==> config.mk <==
export PLATFORM = sky130hd
export DESIGN_NAME = bit_serial_alu_seq
export DESIGN_NICKNAME = d
export VERILOG_FILES = /design/src/rtl/bit_serial_alu_seq.sv
export SDC_FILE = /design/constraint.sdc
export NUM_CORES = 1
export LEC_CHECK = 0
export ABC_AREA = 1
export ABC_CLOCK_PERIOD_IN_PS = 1500
export CORE_MARGIN = 2
export CORE_UTILIZATION = 42
export DETAILED_ROUTE_END_ITERATION = 10
export MAX_ROUTING_LAYER = met4
export PLACE_DENSITY = 0.76
export SLEW_MARGIN = 30
export SYNTH_ARGS = -nofsm -noshare
export SYNTH_HDL_FRONTEND = slang
export SYNTH_SLANG_ARGS = --single-unit
==> constraint.sdc <==
create_clock -name clk -period 1.5 [get_ports clk]
set_input_delay 0.15 -clock clk [delete_from_list [all_inputs] [get_ports clk]]
set_output_delay 0.15 -clock clk [all_outputs]
set_load 0.005 [all_outputs]
==> src/rtl/bit_serial_alu_seq.sv <==
// Bit-serial sequencer: walks a 1-bit MSB/SLT ALU slice LSB first and assembles the result.
// Latency WIDTH+1 cycles from accept; in_ready low while busy/done; holds DONE until out_ready.
module bit_serial_alu_seq #(
  parameter int WIDTH = 8
) (
  input  logic             clk,
  input  logic             rst_n,
  input  logic             in_valid,
  output logic             in_ready,
  input  logic [WIDTH-1:0] in_a,
  input  logic [WIDTH-1:0] in_b,
  input  logic [3:0]       in_ctl,
  output logic             alu_in1,
  output logic             alu_in2,
  output logic             alu_cin,
  output logic             alu_ainvert,
  output logic             alu_binvert,
  output logic [1:0]       alu_op,
  output logic             alu_less,
  input  logic             alu_result,
  input  logic             alu_set,
  input  logic             alu_overflow,
  output logic             out_valid,
  input  logic             out_ready,
  output logic [WIDTH-1:0] out_result,
  output logic             out_overflow,
  output logic             out_zero
);

  localparam int IW = $clog2(WIDTH);

  typedef enum logic [1:0] {S_IDLE, S_BUSY, S_DONE} state_t;

  state_t           r_state;
  state_t           w_next;
  logic [WIDTH-1:0] r_a;
  logic [WIDTH-1:0] r_b;
  logic [WIDTH-1:0] r_res;
  logic [3:0]       r_ctl;
  logic [IW-1:0]    r_idx;
  logic             r_carry;
  logic             r_ovf;
  logic             r_set;

  logic             w_last;
  logic             w_accept;
  logic             w_abit;
  logic             w_bbit;
  logic             w_slt;
  logic [WIDTH-1:0] w_final;

  assign w_last   = (r_idx == IW'(WIDTH - 1));
  assign w_accept = in_valid && (r_state == S_IDLE);
  assign w_abit   = r_a[r_idx] ^ r_ctl[3];
  assign w_bbit   = r_b[r_idx] ^ r_ctl[2];
  assign w_slt    = (r_ctl[1:0] == 2'b11);
  // The slice returns 0 for every SLT bit; the raw sign is inserted at bit 0 here.
  assign w_final  = w_slt ? {{(WIDTH-1){1'b0}}, r_set} : r_res;

  always_ff @(posedge clk or negedge rst_n) begin
    if (!rst_n) r_state <= S_IDLE;
    else        r_state <= w_next;
  end

  always_comb begin
    w_next = r_state;
    case (r_state)
      S_IDLE:  if (w_accept) w_next = S_BUSY;
      S_BUSY:  if (w_last) w_next = S_DONE;
      S_DONE:  if (out_ready) w_next = S_IDLE;
      default: w_next = S_IDLE;
    endcase
  end

  always_ff @(posedge clk or negedge rst_n) begin
    if (!rst_n) begin
      r_a     <= '0;
      r_b     <= '0;
      r_res   <= '0;
      r_ctl   <= '0;
      r_idx   <= '0;
      r_carry <= 1'b0;
      r_ovf   <= 1'b0;
      r_set   <= 1'b0;
    end else if (w_accept) begin
      r_a     <= in_a;
      r_b     <= in_b;
      r_ctl   <= in_ctl;
      r_res   <= '0;
      r_idx   <= '0;
      r_carry <= in_ctl[2];
      r_ovf   <= 1'b0;
      r_set   <= 1'b0;
    end else if (r_state == S_BUSY) begin
      r_res[r_idx] <= alu_result;
      // The slice exposes no carry-out, so the ripple carry is rebuilt here.
      r_carry <= (w_abit & w_bbit) | (w_abit & r_carry) | (w_bbit & r_carry);
      if (w_last) begin
        r_idx <= '0;
        r_ovf <= alu_overflow;
        r_set <= alu_set;
      end else begin
        r_idx <= r_idx + 1'b1;
      end
    end
  end

  always_comb begin
    in_ready     = 1'b0;
    alu_in1      = 1'b0;
    alu_in2      = 1'b0;
    alu_cin      = 1'b0;
    alu_ainvert  = 1'b0;
    alu_binvert  = 1'b0;
    alu_op       = 2'b00;
    alu_less     = 1'b0;
    out_valid    = 1'b0;
    out_result   = '0;
    out_overflow = 1'b0;
    out_zero     = 1'b0;
    case (r_state)
      S_IDLE: in_ready = 1'b1;
      S_BUSY: begin
        alu_in1     = r_a[r_idx];
        alu_in2     = r_b[r_idx];
        alu_cin     = r_carry;
        alu_ainvert = r_ctl[3];
        alu_binvert = r_ctl[2];
        alu_op      = r_ctl[1:0];
      end
      S_DONE: begin
        out_valid    = 1'b1;
        out_result   = w_final;
        out_overflow = (r_ctl[1:0] == 2'b10) && r_ovf;
        out_zero     = (w_final == '0);
      end
      default: in_ready = 1'b0;
    endcase
  end

endmodule
==> Yosys cells after proc, flatten, opt, wreduce, memory -nomap -nowiden <==
Index checks and enable logic that the tools add are counted.
{ "word_totals": {"ff_bits": 36, "wordCells": 72, "inputBits": 27} }
{ "classes": {"mux": 36, "addsub": 1, "bitwise": 7, "n_eq_ne": 8, "magnitude_cmp": 2, "reduce_logical": 9} }
{ "ops": {"columns": ["cell", "n"], "rows": [
  ["8-bit two-way mux", 4],
  ["1-bit two-way mux", 20],
  ["3-bit two-way mux", 3],
  ["8-bit bitwise mux", 1],
  ["8-bit zero test", 1],
  ["2-bit two-way mux", 4],
  ["1-bit binary-select mux with 3-bit select", 2],
  ["2-bit equality test (second input constant)", 3],
  ["2-bit inequality test (second input constant)", 3],
  ["2-bit one-hot mux with 3 select lines", 1],
  ["3-bit by 4-bit < comparator with 1-bit output (second input constant)", 1],
  ["2-bit nonzero test", 2],
  ["3-bit by 1-bit adder with 3-bit output (second input constant)", 1],
  ["1-bit AND", 3],
  ["1-bit demux with 3-bit select", 1],
  ["3-bit equality test (second input constant)", 1],
  ["3-bit by 1-bit >= comparator with 1-bit output (second input constant)", 1],
  ["1-bit logical AND", 3],
  ["3-bit AND reduction", 1],
  ["2-bit by 1-bit equality test with 1-bit output (second input constant)", 1],
  ["2-bit zero test", 1],
  ["1-bit OR", 2],
  ["2-bit AND reduction", 1],
  ["1-bit bitwise XOR", 2]
]} }

==> Longest topological paths before layout <==
Gate-level depths: netlist of run 1.
{ "depth": {"depth_word": 8, "depth_mapped": 13} }

==> Worst setup path after synthesis of run 1 <==
Ideal clock, no wire load.
{ "synth_timing": {"path_type": "flip-flop to flip-flop", "from": "register r_idx[1]", "to": "register r_idx[0]", "arrival_time_ps": 1240, "required_ps": 1423, "stages_incl_launch_ff": 5, "n_path_buf": 0, "setup_time_ps": 77, "slack_ps": 183, "cell_sequence": "dfrtp_1 > ha_1 > ha_1 > or2_2 > a21oi_1"} }
{ "synth_between": {"elab_chain_len": 4} }
{ "synth_rtl": {"columns": ["item", "line_no", "rtl"], "rows": [
  ["from (decl)", "40", "logic [IW-1:0] r_idx;"],
  ["from (signal assigned)", "103", "r_idx <= r_idx + 1'b1;"],
  ["3-bit equality test", "52", "assign w_last = (r_idx == IW'(WIDTH - 1));"],
  ["3-bit two-way mux", "98", "if (w_last) begin"],
  ["3-bit two-way mux", "94", "end else if (r_state == S_BUSY) begin"],
  ["3-bit two-way mux", "85", "end else if (w_accept) begin"]
]} }
Every way passes these cells. The select of a mux whose other input is x is not followed.
A chain may end at the register's enable or synchronous reset.

==> Worst setup path after layout of run 1 <==
{ "layout_timing": {"from": "register r_idx[0]", "to": "output alu_in2"} }
{ "layout_between": {"elab_chain_len": 3} }
{ "layout_rtl": {"columns": ["item", "line_no", "rtl"], "rows": [
  ["1-bit binary-select mux with 3-bit select", "125", "alu_in2 = r_b[r_idx];"],
  ["1-bit two-way mux (not written as such)", "125", null],
  ["1-bit two-way mux", "121", "case (r_state)"],
  ["to (decl)", "14", "output logic alu_in2,"]
]} }
Every way passes these cells. The select of a mux whose other input is x is not followed.

==> results by group, run 1 <==
Synth
  – Largest family of logic cells by synthesized area: simple AND/OR/NAND/NOR gates
  – Syn nets: 306
  – Simple-Gate Fraction of Synth Area: 33.3%
  – Top-area cell type share of the netlist area: 44.8%
  – Count leader, synth: nand2_1
  – Number of flops mapped to enable cells by yosys: 0
  – Mapped Cells: 277
  – XOR/XNOR share of the synthesized area: 0%
  – Synth Area in Compound Gates: 9.65%
  – Mux share of post-synthesis cell area: 0%
  – Yosys warnings: 0
  – Post-synth top flop: dfrtp_1
  – Cell variety after synth: 28
  – Adder-cell share of the synthesized area: 1.25%
  – Cell Area, Synth: 2010 µm²
  – Synth top cells by count: nand2_1 (108), dfrtp_1 (36), inv_1 (29)
  – Post-Syn Area per Cell: 7.25 µm²
  – Register bit total from synthesis: 36
  – Biggest area consumer among synthesized cells: dfrtp_1
  – Synth area leaders: dfrtp_1 (45%), nand2_1 (20%), o21ai_0 (7.0%), inv_1 (5.4%), nand3_1 (2.7%)
  – Async SR Flop Fraction: 100%
  – Seq/Total Area, Yosys: 44.8%

Worst setup path
  – CP Data Required Time: 1.35 ns
  – CP max stage delay: 0.45 ns
  – Critical path startpoint: r_idx[0]$_DFFE_PN0P_
  – Startpoint Class: flip-flop
  – Critical path, cell by cell: clkinv_4, buf_6, buf_6, nand4_4, nand2_4, nor2_4, a21oi_2, buf_2
  – Crit-path max FO: 7
  – Worst r2r src: r_idx[0]$_DFFE_PN0P_
  – CP most frequent cell: buf_6
  – Slowest cell on the critical path: dfrtp_2
  – Endpoint class of the critical path: output pin
  – CP arrival: 1.54 ns
  – Worst setup path class: reg2out

Clocking
  – H-Tree Depth: 2
  – Clock Tree Buf Depth: 2
  – Total clock sinks: 36
  – CTS tree: yes
  – Reg clk slew, reported paths: 0.07 ns
  – Clock Root Buffer: clkbuf_8
  – Worst-Skew Late Latency: 0.30 ns
  – Post-CTS Hold Fix Bufs: 0
  – Num CTS Buffers: 5

Global route
  – First-pass GRT wire length: 9.34 mm
  – Largest net degree at the start of global routing: 37
  – Vias in the first global route: 2,116
  – Initial antenna violation count: 0
  – Grt total ovfl: 0
  – Total track usage: 23.5%

Placement
  – DP HPWL: 3.56 mm
  – I/O Buffers: 45
  – Post-place setup slack: -0.302 ns
  – Routability cong.: 0.893
  – Dpl cells: 399
  – Post-DP Area: 2710 µm²

Detailed routing
  – Vias: 2,217
  – DRC Markers: 0
  – Drt total wl: 6.21 mm
  – Antenna viol nets, final: 0
  – Vias/cell: 5.08
  – Drt wl/cell: 14.2 µm
  – Drt initial violations: 176
  – Pre-antenna DRT Iters: 4

Power
  – Pwr Density: 2070 nW/µm²
  – Maximum VDD drop: 1.02 mV
  – Share of power burned in registers: 26.1%
  – Pint: 3.86 mW
  – Sw Pwr: 2.97 mW
  – Logic gate share of total power: 63.4%
  – Leak: 1.68 nW
  – Sw Share: 43.5%
  – Power Total: 6.83 mW
  – Clk network pwr share: 10.5%

Floorplan
  – Height of the die: 73.2 µm
  – Die area: 5350 µm²
  – Initial Util: 43.1%
  – Row cnt: 25
  – IO Count: 47
  – Die span in x: 73.2 µm
  – Core area: 4660 µm²

Timing
  – Fmax: 592 MHz
  – Crit share post-route: 113%
  – Slew Limit Fails: 0
  – Final Hold Fails: 0
  – Final Skew: 0.00704 ns
  – Final WS setup: -0.190 ns
  – Final setup viols: 15
  – Tmin final: 1.69 ns
  – RSZ-0062 raised after global routing: yes
  – Setup_tns: -1.09 ns

Cells and area
  – Diode count: 0
  – P&R area growth vs syn: 63.9%
  – Filler cells: 349
  – Final instance area: 3290 µm²
  – Sequential Area: 906 µm²
  – Post-Layout Cell Count: 436
  – Ratio of cells with drive above 1 in the final layout: 38.2%
  – Final-stage net count: 410
  – Area taken by multi-input logic gates: 1140 µm²

Run
  – Max-Cap Viols: 0

Status
  – Failing checks: setup timing
  – Status: finished with violations

Hold path
  – Worst min path class: in2async
## placed cells by master (no fill, tap or decap), types with 2 or more instances in the layout
master and instances:
nand2_1 95, buf_4 47, dfrtp_1 32, clkdlybuf4s50_1 26, inv_1 25, buf_6 18, o21ai_0 17, buf_2 12
nand2_2 11, nor2_1 8, o21ai_1 8, nor3_2 6, nand3_1 6, nand3_2 6, nand4_1 6, clkbuf_8 6
dlygate4sd2_1 6, nor2_4 4, nand2_4 4, nor2_2 4, dfrtp_2 4, inv_2 3, o21ai_2 3, a21oi_2 3
inv_6 2, a31oi_1 2, a311oi_1 2, ha_4 2, clkbuf_1 2
## cells by family after synthesis
group,Yosys count
buffers and inverters,46
AND/OR/NAND/NOR,156
other,1
adder cells (fa/ha/maj),2
flip-flops,36
AO/OA/AOI/OAI,36
## cell type report
class	instances	share of cell area, %
multi-input cells	195	34.7
repair buffers	110	28.6
flip-flops and latches	36	27.5
inverters	33	4.41
clock buffers	8	2.74
well taps	54	2.05
## state kept, by name (all words and copies together) (netlist names)
| register | count |
|---|---|
| r_state | 2 |
| r_carry | 1 |
| r_ctl | 4 |
| r_b | 8 |
| r_a | 8 |
| r_set | 1 |
| r_res | 8 |
| r_idx | 3 |
| r_ovf | 1 |
## path summary, 6_finish.rpt
path | end | slack [ns] | cells past startpoint
max | alu_in2 | -0.19 | 8
min | r_state[1]$_DFFE_PN0P_ | 0.26 | 2
max reg2reg | r_carry$_DFFE_PN0P_ | -0.11 | 12
min reg2reg | r_a[6]$_DFFE_PN0P_ | 0.49 | 2
max in group asynchronous | r_idx[0]$_DFFE_PN0P_ | 0.89 | 2
min in group clk | r_a[4]$_DFFE_PN0P_ | 0.38 | 3
## what timing repair did
item / in CTS / in global routing
gates cloned: 1 / 0
buffers inserted: 21 / 11
endpoints found under the setup margin: 29 / 43
pin swaps: 16 / 26
hold endpoints to repair: 0 / 0
gates resized for setup: 120 / 41
## critical path, delay by kind of cell (launching register included)
family,cells,cell delay (ns)
simple gates,3,0.26
buf+inv,4,0.47
flops,1,0.45
compound gates,1,0.07
## power by group through the flow
stage	clock network (mW)	registers, mW	logic [mW]
4_1_cts	0.716	1.76	3.76
5_1_grt	0.762	1.82	4.75
3_3_place_gp	0	1.74	2.95
3_5_place_dp	0	1.74	3.01
2_1_floorplan	0	1.61	1.88
6_report	0.713	1.78	4.33
## routing by layer
metal | up-vias | wire length (µm) | global-route usage, %
li1 | 1089 | - | -
met1 | 1048 | 2460 | 26.0
met2 | 64 | 3290 | 40.8
met3 | 16 | 256 | 3.45
met4 | 0 | 208 | 11.7
met5 | - | 0 | -
## through the flow
stage	util [%]	hold slack [ns]
3_3_place_gp	58.1	0.470
5_1_grt	70.7	0.318
6_report	70.7	0.265
2_1_floorplan	-	-0.146
3_5_place_dp	58.1	0.473
4_1_cts	66.8	0.284
(Power assumes the default switching activity.)
==> run 2, diff against run 1 <==
--- a/config.mk
+++ b/config.mk
@@ -6,7 +6,8 @@
 export NUM_CORES = 1
 export LEC_CHECK = 0
 export ABC_AREA = 1
-export ABC_CLOCK_PERIOD_IN_PS = 1500
+export ABC_CLOCK_PERIOD_IN_PS = 1650
+export CORE_ASPECT_RATIO = 1.2
 export CORE_MARGIN = 2
 export CORE_UTILIZATION = 42
 export DETAILED_ROUTE_END_ITERATION = 10
==> constraint.sdc (replaced) <==
create_clock -name clk -period 1.65 [get_ports clk]
set_input_delay 0.165 -clock clk [delete_from_list [all_inputs] [get_ports clk]]
set_output_delay 0.165 -clock clk [all_outputs]
set_load 0.1 [all_outputs]
==> results by group, run 2 (synthesis gave the netlist of run 1 again) <==
Status
  – Status: finished with violations
  – Failing checks: setup timing

Cells and area
  – Diode count: 0 (unchanged)
  – Most frequent cells in the layout: nand2_1 (99), dfrtp_1 (33), clkdlybuf4s50_1 (26), buf_4 (26)
  – Final instance area: 3440 µm² (+4.4%)
  – Sequential Area: 905 µm² (-0.14%)
  – Post-Layout Cell Count: 414 (-5.0%)
  – Ratio of cells with drive above 1 in the final layout: 34.8% (-3.4 points)
  – Final-stage net count: 384 (-6.3%)
  – Commonest non-fill, non-tap cell in the layout: nand2_1
  – P&R area growth vs syn: 71.0%
  – Biggest regs: r_a x8, r_b x8, r_res x8
  – Area taken by multi-input logic gates: 1170 µm² (+2.6%)
  – Filler cells: 334 (-4.3%)

Hold path
  – Worst min path class: in2async

Detailed routing
  – Drt initial violations: 95 (-46%)
  – Vias/cell: 5.15 (+1.2%)
  – DRC Markers: 0 (unchanged)
  – Pre-antenna DRT Iters: 4 (unchanged)
  – Antenna viol nets, final: 0 (unchanged)
  – Vias: 2,131 (-3.9%)
  – Drt total wl: 5.75 mm (-7.4%)
  – Drt wl/cell: 13.9 µm (-2.5%)

Worst setup path
  – FF-to-FF End: r_idx[0]$_DFFE_PN0P_
  – Endpoint class of the critical path: output pin
  – Worst r2r src: r_idx[0]$_DFFE_PN0P_
  – Startpoint Class: flip-flop
  – CP most frequent cell: nand2_1
  – FF-to-FF path depth: 6 (-6)
  – Reg2reg setup slack: 0.07 ns (+0.18 ns)
  – CP Data Required Time: 1.48 ns (+0.13 ns)
  – CP max stage delay: 0.51 ns (+0.06 ns)
  – Crit-path max FO: 7 (unchanged)
  – Critical path buffers and inverters: 2 (-2)
  – Slowest cell on the critical path: dfrtp_2
  – Worst setup path class: reg2out
  – CP delay by family, top: flip-flops
  – CP arrival: 1.64 ns (+0.10 ns)
  – Critical path, cell by cell: buf_6, nand2_1, nand2_1, nand2_1, nand2_1, nand2_2, a21oi_4, buf_12

Global route
  – Vias in the first global route: 2,001 (-5.4%)
  – Initial antenna violation count: 0 (unchanged)
  – GR peak layer: met2
  – Met3 Track Usage GR: 4.94% (+1.5 points)
  – Total track usage: 23.5% (about the same)
  – First-pass GRT wire length: 9.16 mm (-2.0%)
  – Met1 Track Usage GR: 24.9% (-1.2 points)
  – Largest net degree at the start of global routing: 37 (unchanged)
  – Grt total ovfl: 0 (unchanged)
  – M2 GR Usage: 40.8% (-0.049 points)

Clocking
  – Clock Root Buffer: clkbuf_8
  – H-Tree Depth: 2 (unchanged)
  – Reg clk slew, reported paths: 0.08 ns (about the same)
  – Num CTS Buffers: 5 (unchanged)
  – Total clock sinks: 36 (unchanged)
  – Clock Tree Buf Depth: 2 (unchanged)
  – CTS tree: yes
  – Worst-Skew Late Latency: 0.31 ns (about the same)

Timing
  – Crit share post-route: 109%
  – Final setup viols: 10 (-5)
  – Fmax: 554 MHz
  – Final Skew: 0.0135 ns (+0.00650 ns)
  – Final Hold Slack: 0.271 ns (+0.00625 ns)
  – Final WS setup: -0.154 ns (+0.0364 ns)
  – Slew Limit Fails: 0 (unchanged)
  – RSZ-0062 raised after global routing: yes
  – Final Hold Fails: 0 (unchanged)
  – Tmin final: 1.80 ns

Power
  – Power Total: 7.41 mW (+8.6%)
  – Leak: 1.63 nW (-2.8%)
  – Pwr Density: 2160 nW/µm² (+4.0%)
  – Maximum VDD drop: 1.48 mV (+44%)

Floorplan
  – Die area: 5360 µm² (about the same)
  – Row cnt: 27 (+8.0%)
  – Height of the die: 79.8 µm (+9.0%)
  – Die span in x: 67.1 µm (-8.2%)
  – Initial Util: 43.7% (+0.62 points)
  – Core area: 4590 µm² (-1.4%)
  – IO Count: 47 (unchanged)

Run
  – Max-Cap Viols: 0 (unchanged)

Placement
  – Routability cong.: 0.856 (-4.1%)
  – I/O Buffers: 45 (unchanged)
  – Post-DP Area: 2940 µm² (+8.4%)
  – Dpl cells: 383 (-4.0%)
  – DP HPWL: 3.79 mm (+6.5%)
  – Post-place setup slack: 0.0238 ns (+0.326 ns)
run 2: cell types whose count changed in the layout (fill, tap and decap cells not counted), moves of 6 or more:
cell,delta
buf_12,+22
buf_2,-12
buf_4,-21
buf_6,-12
dlygate4sd2_1,-6
nor2_1,-6
nor2_4,+6
nor3_2,-6
nor3_4,+6
o21ai_0,+8
o21ai_1,-6
run 2: layout make-up:
class | count | area share (%)
clock inverters | 3 | 1.24
well taps | 58 | 2.11
repair buffers | 83 | 29.6
clock buffers | 5 | 2.00
multi-input cells | 195 | 34.1
inverters | 33 | 4.44
flip-flops and latches | 36 | 26.3
repair inverters | 1 | 0.182
run 2: worst max-delay path by stage:
| stage | startpoint | to | slack, ns | cells after the start |
|---|---|---|---|---|
| detailed placement | r_idx[0]$_DFFE_PN0P_ | alu_in1 | 0.02 | 8 |
| finish | r_idx[0]$_DFFE_PN0P_ | alu_in1 | -0.15 | 8 |
| global route | r_idx[0]$_DFFE_PN0P_ | alu_in1 | -0.24 | 8 |
| global placement | r_idx[0]$_DFFE_PN0P_ | alu_in1 | 0.07 | 8 |
| CTS | r_idx[0]$_DFFE_PN0P_ | alu_in1 | -0.09 | 8 |
| floorplan | r_state[1]$_DFFE_PN0P_ | out_overflow | -0.83 | 5 |
run 2: metal layers:
metal,vias to the layer above,share of wire [%]
li1,1035,-
met5,-,0
met2,68,57
met4,0,4.2
met1,1007,35
met3,21,3.9
run 2: through the flow:
step	util (%)	setup TNS (ns)
floorplan	-	-17.97
global placement	64.0	0
detailed placement	64.0	0
CTS	71.8	-0.334
global route	74.8	-1.13
finish	74.8	-0.401
run 2: what timing repair did:
| action | CTS | global route |
|---|---|---|
| hold buffers | 0 | 0 |
| pin swaps | 12 | 9 |
| gates cloned | 0 | 2 |
| buffers inserted | 17 | 5 |
| endpoints found under the setup margin | 12 | 44 |
| resized for setup | 33 | 23 |
run 2: report_power, final:
part	total (mW)	internal (mW)	switching, mW
clock	0.788	0.447	0.340
combinational	4.98	1.99	2.99
sequential	1.64	1.28	0.358
total	7.41	3.72	3.69
